### src/rtl/time_setter_pkg.sv
// Shared types and constants for the time-entry stage: edit states,
// field limits and the wrap-around step used by the hour/minute/second editors.
package time_setter_pkg;

    localparam int FIELD_W = 8;

    localparam logic [FIELD_W-1:0] HOUR_MAX    = 8'd23;
    localparam logic [FIELD_W-1:0] MIN_SEC_MAX = 8'd59;

    // Encoding doubles as the field_sel output seen by the display stage.
    typedef enum logic [1:0] {
        RUN   = 2'd0,
        SET_H = 2'd1,
        SET_M = 2'd2,
        SET_S = 2'd3
    } state_t;

    function automatic logic [FIELD_W-1:0] step_field(
        input logic [FIELD_W-1:0] value,
        input logic [FIELD_W-1:0] max,
        input logic               up,
        input logic               down
    );
        logic [FIELD_W-1:0] result;
        result = value;
        if (up && !down) begin
            result = (value >= max) ? '0 : value + 8'd1;
        end else if (down && !up) begin
            result = (value == '0) ? max : value - 8'd1;
        end
        return result;
    endfunction

    function automatic logic [FIELD_W-1:0] sanitize(
        input logic [FIELD_W-1:0] value,
        input logic [FIELD_W-1:0] max
    );
        return (value > max) ? '0 : value;
    endfunction

endpackage

### src/rtl/time_setter_btn_debounce.sv
// One push-button path: 2-flop synchronizer, debounce counter, accepted
// level and a single-cycle press pulse on its rising edge.
module btn_debounce #(
    parameter int DEBOUNCE_CYCLES = 50000
) (
    input  logic clk,
    input  logic resetn,
    input  logic btn_raw,
    output logic level,
    output logic press
);

    localparam int CW = $clog2(DEBOUNCE_CYCLES);

    logic          sync1;
    logic          sync2;
    logic          level_d;
    logic [CW-1:0] cnt;

    // The counter only runs while the synced level disagrees with the accepted one.
    always_ff @(posedge clk or negedge resetn) begin
        if (!resetn) begin
            sync1   <= 1'b0;
            sync2   <= 1'b0;
            level   <= 1'b0;
            level_d <= 1'b0;
            cnt     <= '0;
        end else begin
            sync1   <= btn_raw;
            sync2   <= sync1;
            level_d <= level;
            if (sync2 == level) begin
                cnt <= '0;
            end else if (cnt == CW'(DEBOUNCE_CYCLES - 1)) begin
                level <= sync2;
                cnt   <= '0;
            end else begin
                cnt <= cnt + CW'(1);
            end
        end
    end

    assign press = level & ~level_d;

endmodule

### src/rtl/time_setter.sv
// Time-entry stage: debounced mode/inc/dec buttons drive an edit FSM over
// hour/minute/second and hand the result to the counter with a load strobe.
// Optional auto-repeat on held inc/dec is enabled by TIME_SETTER_AUTO_REPEAT_EN.
module time_setter
    import time_setter_pkg::*;
#(
    parameter int DEBOUNCE_CYCLES = 50000,
    parameter int REPEAT_DELAY    = 25000000,
    parameter int REPEAT_PERIOD   = 5000000
) (
    input  logic         clk,
    input  logic         resetn,
    input  logic         btn_mode,
    input  logic         btn_inc,
    input  logic         btn_dec,
    input  logic [7:0]   hour_in,
    input  logic [7:0]   minute_in,
    input  logic [7:0]   second_in,
    output logic [7:0]   set_hour,
    output logic [7:0]   set_minute,
    output logic [7:0]   set_second,
    output logic         load,
    output logic         edit_active,
    output logic [1:0]   field_sel
);

    state_t state;
    logic   mode_level, inc_level, dec_level;
    logic   mode_press, inc_press, dec_press;
    logic   inc_step, dec_step;

    btn_debounce #(.DEBOUNCE_CYCLES(DEBOUNCE_CYCLES)) u_mode (
        .clk(clk), .resetn(resetn), .btn_raw(btn_mode), .level(mode_level), .press(mode_press)
    );
    btn_debounce #(.DEBOUNCE_CYCLES(DEBOUNCE_CYCLES)) u_inc (
        .clk(clk), .resetn(resetn), .btn_raw(btn_inc), .level(inc_level), .press(inc_press)
    );
    btn_debounce #(.DEBOUNCE_CYCLES(DEBOUNCE_CYCLES)) u_dec (
        .clk(clk), .resetn(resetn), .btn_raw(btn_dec), .level(dec_level), .press(dec_press)
    );

`ifdef TIME_SETTER_AUTO_REPEAT_EN
    logic [31:0] rep_cnt [2];
    logic [1:0]  rep_fast;
    logic [1:0]  rep_fire;
    logic [1:0]  held;
    logic [1:0]  pressed;
    logic        unused_levels;

    assign held          = {dec_level, inc_level};
    assign pressed       = {dec_press, inc_press};
    assign unused_levels = mode_level;

    // First repeat waits REPEAT_DELAY after the press, later ones REPEAT_PERIOD.
    always_comb begin
        rep_fire = '0;
        for (int i = 0; i < 2; i++) begin
            rep_fire[i] = held[i] && (state != RUN) && (rep_cnt[i] != 32'd0) &&
                          (rep_cnt[i] == (rep_fast[i] ? 32'(REPEAT_PERIOD) : 32'(REPEAT_DELAY)));
        end
    end

    always_ff @(posedge clk or negedge resetn) begin
        if (!resetn) begin
            rep_cnt[0] <= '0;
            rep_cnt[1] <= '0;
            rep_fast   <= '0;
        end else begin
            for (int i = 0; i < 2; i++) begin
                if (!held[i] || state == RUN || mode_press) begin
                    rep_cnt[i]  <= '0;
                    rep_fast[i] <= 1'b0;
                end else if (pressed[i]) begin
                    rep_cnt[i]  <= 32'd1;
                    rep_fast[i] <= 1'b0;
                end else if (rep_fire[i]) begin
                    rep_cnt[i]  <= 32'd1;
                    rep_fast[i] <= 1'b1;
                end else if (rep_cnt[i] != 32'd0) begin
                    rep_cnt[i] <= rep_cnt[i] + 32'd1;
                end
            end
        end
    end

    assign inc_step = inc_press | rep_fire[0];
    assign dec_step = dec_press | rep_fire[1];
`else
    localparam int unused_repeat = REPEAT_DELAY + REPEAT_PERIOD;
    logic          unused_levels;

    assign unused_levels = mode_level ^ inc_level ^ dec_level;
    assign inc_step      = inc_press;
    assign dec_step      = dec_press;
`endif

    // Mode presses take priority; inc/dec only act on the field of a SET state.
    always_ff @(posedge clk or negedge resetn) begin
        if (!resetn) begin
            state       <= RUN;
            set_hour    <= '0;
            set_minute  <= '0;
            set_second  <= '0;
            load        <= 1'b0;
            edit_active <= 1'b0;
        end else begin
            load <= 1'b0;
            if (mode_press) begin
                case (state)
                    RUN: begin
                        state       <= SET_H;
                        edit_active <= 1'b1;
                        set_hour    <= sanitize(hour_in, HOUR_MAX);
                        set_minute  <= sanitize(minute_in, MIN_SEC_MAX);
                        set_second  <= sanitize(second_in, MIN_SEC_MAX);
                    end
                    SET_H: state <= SET_M;
                    SET_M: state <= SET_S;
                    SET_S: begin
                        state       <= RUN;
                        edit_active <= 1'b0;
                        load        <= 1'b1;
                    end
                    default: state <= RUN;
                endcase
            end else begin
                case (state)
                    SET_H:   set_hour   <= step_field(set_hour, HOUR_MAX, inc_step, dec_step);
                    SET_M:   set_minute <= step_field(set_minute, MIN_SEC_MAX, inc_step, dec_step);
                    SET_S:   set_second <= step_field(set_second, MIN_SEC_MAX, inc_step, dec_step);
                    default: ;
                endcase
            end
        end
    end

    assign field_sel = state;

endmodule

### config.mk
export PLATFORM = sky130hd
export DESIGN_NAME = time_setter
export DESIGN_NICKNAME = d
export VERILOG_FILES = /design/src/rtl/time_setter_pkg.sv /design/src/rtl/time_setter_btn_debounce.sv /design/src/rtl/time_setter.sv
export SDC_FILE = /design/constraint.sdc
export NUM_CORES = 1
export LEC_CHECK = 0
export CAP_MARGIN = 20
export CORE_MARGIN = 4
export CORE_UTILIZATION = 49
export CTS_CLUSTER_SIZE = 16
export DETAILED_ROUTE_END_ITERATION = 8
export PLACE_DENSITY = 0.71
export RECOVER_POWER = 25
export SLEW_MARGIN = 20
export SYNTH_ARGS = -nofsm -noshare
export SYNTH_HDL_FRONTEND = slang
export SYNTH_SLANG_ARGS = --single-unit
### constraint.sdc
create_clock -name clk -period 2.5 [get_ports clk]
set_input_delay 0.625 -clock clk [delete_from_list [all_inputs] [get_ports clk]]
set_output_delay 0.625 -clock clk [all_outputs]
set_load 0.01 [all_outputs]
==> impl_metrics.yaml <==
timing:
  max_freq_ghz: 0.467
  finalCritPeriodShare: 0.856
  finalMaxSlewViolations: 0
  skew_ns: 0.0123
  worst_pin_slew_ns: 1.08
  fin_worst_hold_slack_ns: 0.277
  period_minus_slack_ns: 2.14
  hold_violations: 0
  setup_violations: 0
  slew-limit-headroom: 0.279
  rsz0062_at_grt: "false"
  layout_setup_ws_ns: 0.360
  fin_tns_setup_ns: 0
cells_and_area:
  diodes: 0
  layout-area-overhead-vs-synth_pct: 19.9
  utilization: 0.612
  drive_above_1_share: 0.0664
  final_nets: 624
  stdcell_count: 716
critical_path:
  rr_worst_depth: 6
  r2r_end: "set_hour[1]$_DFFE_PN0P_"
  startpoint_type: "flop"
  crit_buf_inv: 1
  rr_startpoint: "set_hour[0]$_DFFE_PN0P_"
  path_delay_family: "buffers and inverters"
  cp_slowest_cell: "clkdlybuf4s50_1"
  worst_ep_required_time_ns: 1.88
  path_class: "reg -> out"
  crit_arrival_ns: 1.51
  crit_fanout: 11
  crit_path_max_incr_delay_ns: 0.61
  cp-end-kind: "output port"
  reg2reg_slack_ns: 0.41
  crit_path_cell_trace: "clkdlybuf4s50_1"
clock_tree:
  post_cts_buffers: 0
  cts.repair.resized: 0
  clockBufferDepth: 2
  clock-sinks: 88
  cts_tree: "done"
  clk_latency_ns: 0.35
  h-tree-depth: 3
  cts_made_buffers: 9
  root_buffer: "clkbuf_8"
  cts.hold.buffers_added: 0
  clk_pin_slew_ns: 0.10
drt:
  num_vias: 4075
  via_per_inst: 5.69
  wl_um: 10800
  route.detailed.drc: 0
  routedWlPerCell_um: 15.0
  drt-initial-drc-count: 293
  postRouteAntennaNets: 0
  first_pass_iters: 4
synthesis:
  ys.flop_type: "dfrtp_1"
  syn_inst: 520
  synth_edf_count: 0
  synth_nets: 562
  avgSynthCellArea_um2: 9.24
  yosysWarnings: 0
  async_reset_ff_frac: 1.00
  synth-seq-cells: 88
  ys_seq_area_frac: 0.458
  syn_area_mm2: 0.00481
  yosysUniqueCellTypes: 52
pwr:
  p_per_area_mw_per_mm2: 480
  ir_worst_vdd_mv: 0.283
  power.leakage_nw: 2.40
hold_path:
  min_path_type: "in -> async"
place:
  gp_congestion: 0.884
  dp_cells: 700
  dp_hpwl_um: 7850
  port_buffers: 56
  place_ws_ns: 0.292
global_route:
  grt_start_max_net_pins: 47
  grt_pass1_wl_um: 18500
  antenna_found_initial: 0
  grt_usage: 0.196
  grt_pass1_vias: 3938
  overflow: 0
floorplan:
  die_x_um: 107
  core_mm2: 0.00942
  die-area_mm2: 0.0115
  die_h_um: 107
  rows: 35
  start_util: 0.511
  num_io_pins: 57
run_status:
  outcome: "finished, final reports clean"
job:
  drv_cap: 0
routing by layer:
metal | GRT usage | up-vias | share of wire
li1 | - | 1986 | -
met5 | 0 | - | 0
met1 | 0.264 | 1972 | 0.46
met2 | 0.321 | 103 | 0.47
met3 | 0.0325 | 14 | 0.051
met4 | 0.0658 | 0 | 0.015
worst max-delay path by stage:
| stage | from | end | slack [ns] | depth (start not counted) |
|---|---|---|---|---|
| after detailed placement | hour_in[7] | set_hour[2]$_DFFE_PN0P_ | 0.29 | 6 |
| after global routing | u_inc.level$_DFFE_PN0P_ | set_minute[3]$_DFFE_PN0P_ | 0.14 | 6 |
| final | set_second[2]$_DFFE_PN0P_ | set_second[2] | 0.36 | 1 |
| after floorplan | set_hour[0]$_DFFE_PN0P_ | set_hour[6]$_DFFE_PN0P_ | 0.59 | 7 |
| after CTS | set_second[2]$_DFFE_PN0P_ | set_second[2] | 0.35 | 1 |
| after global placement | second_in[3] | set_second[3]$_DFFE_PN0P_ | 0.40 | 5 |
cells by family after synthesis:
family | Yosys count | synth area share
muxes | 3 | 0.00703
adders and majority gates | 13 | 0.0338
buffers and inverters | 40 | 0.0367
AOI/OAI and AO/OA | 105 | 0.139
DFF | 88 | 0.458
xor gates and xnor gates | 54 | 0.0999
and+or+nand+nor | 217 | 0.225
cells in the final DEF (no fill, tap or decap), types with 5 or more instances in the layout:
cell / synthesis / layout
clkbuf_8: 0 / 9
nand4_1: 11 / 11
a21oi_1: 21 / 21
nor2_1: 73 / 73
nand3_1: 31 / 31
nor3b_1: 6 / 6
inv_1: 22 / 22
xor2_1: 33 / 33
and3_1: 8 / 8
o22ai_1: 5 / 5
buf_4: 1 / 12
a31oi_1: 12 / 12
dfrtp_1: 88 / 88
nand2_1: 31 / 31
xnor2_1: 20 / 20
clkdlybuf4s50_1: 0 / 55
o21ai_0: 28 / 28
nor2b_1: 5 / 5
nor3_1: 22 / 22
ha_1: 13 / 13
o31ai_1: 6 / 6
a221oi_1: 8 / 8
nor4_1: 7 / 7
area by class of cell:
| type | instances | area, um2 |
|---|---|---|
| Fill cell | 795 | 3650 |
| Inverter | 22 | 82.6 |
| Clock buffer | 9 | 124 |
| Sequential cell | 88 | 2200 |
| Tap cell | 129 | 161 |
| Timing Repair Buffer | 69 | 649 |
| Multi-Input combinational cell | 392 | 2430 |
| Clock inverter | 7 | 118 |
per-stage QoR:
stage	total power [mW]	instance area, um2
5_1_grt	2.87	5770
6_report	2.77	5770
4_1_cts	2.80	5780
2_1_floorplan	1.52	4810
3_3_place_gp	1.61	5540
3_5_place_dp	1.61	5540
flip-flops by register name, summed over array words and instances, names as in the netlist, 2 cells and up:
name / cells
field_sel: 2
set_hour: 8
set_minute: 8
set_second: 8
u_dec.cnt: 16
u_inc.cnt: 16
u_mode.cnt: 16
power breakdown:
part / switching, mW / internal, mW / leakage (nW)
clock: 0.520 / 0.668 / 0.124
combinational: 0.0644 / 0.0575 / 1.13
sequential: 0.0163 / 1.44 / 1.15
total: 0.600 / 2.17 / 2.40
cell usage after synthesis, types with 4 or more instances:
cell	instances	share of area
a21oi_1	21	0.022
a221oi_1	8	0.015
a31oi_1	12	0.016
and3_1	8	0.010
buf_2	6	0.0062
clkbuf_1	9	0.0070
dfrtp_1	88	0.46
ha_1	13	0.034
inv_1	22	0.017
nand2_1	31	0.024
nand3_1	31	0.032
nand4_1	11	0.014
nor2_1	73	0.057
nor2b_1	5	0.0065
nor3_1	22	0.023
nor3b_1	6	0.0094
nor4_1	7	0.0091
o21ai_0	28	0.029
o22ai_1	5	0.0065
o31ai_1	6	0.0094
or4_1	4	0.0062
xnor2_1	20	0.036
xor2_1	33	0.060
Note: power is estimated with default switching activity, not from simulation.
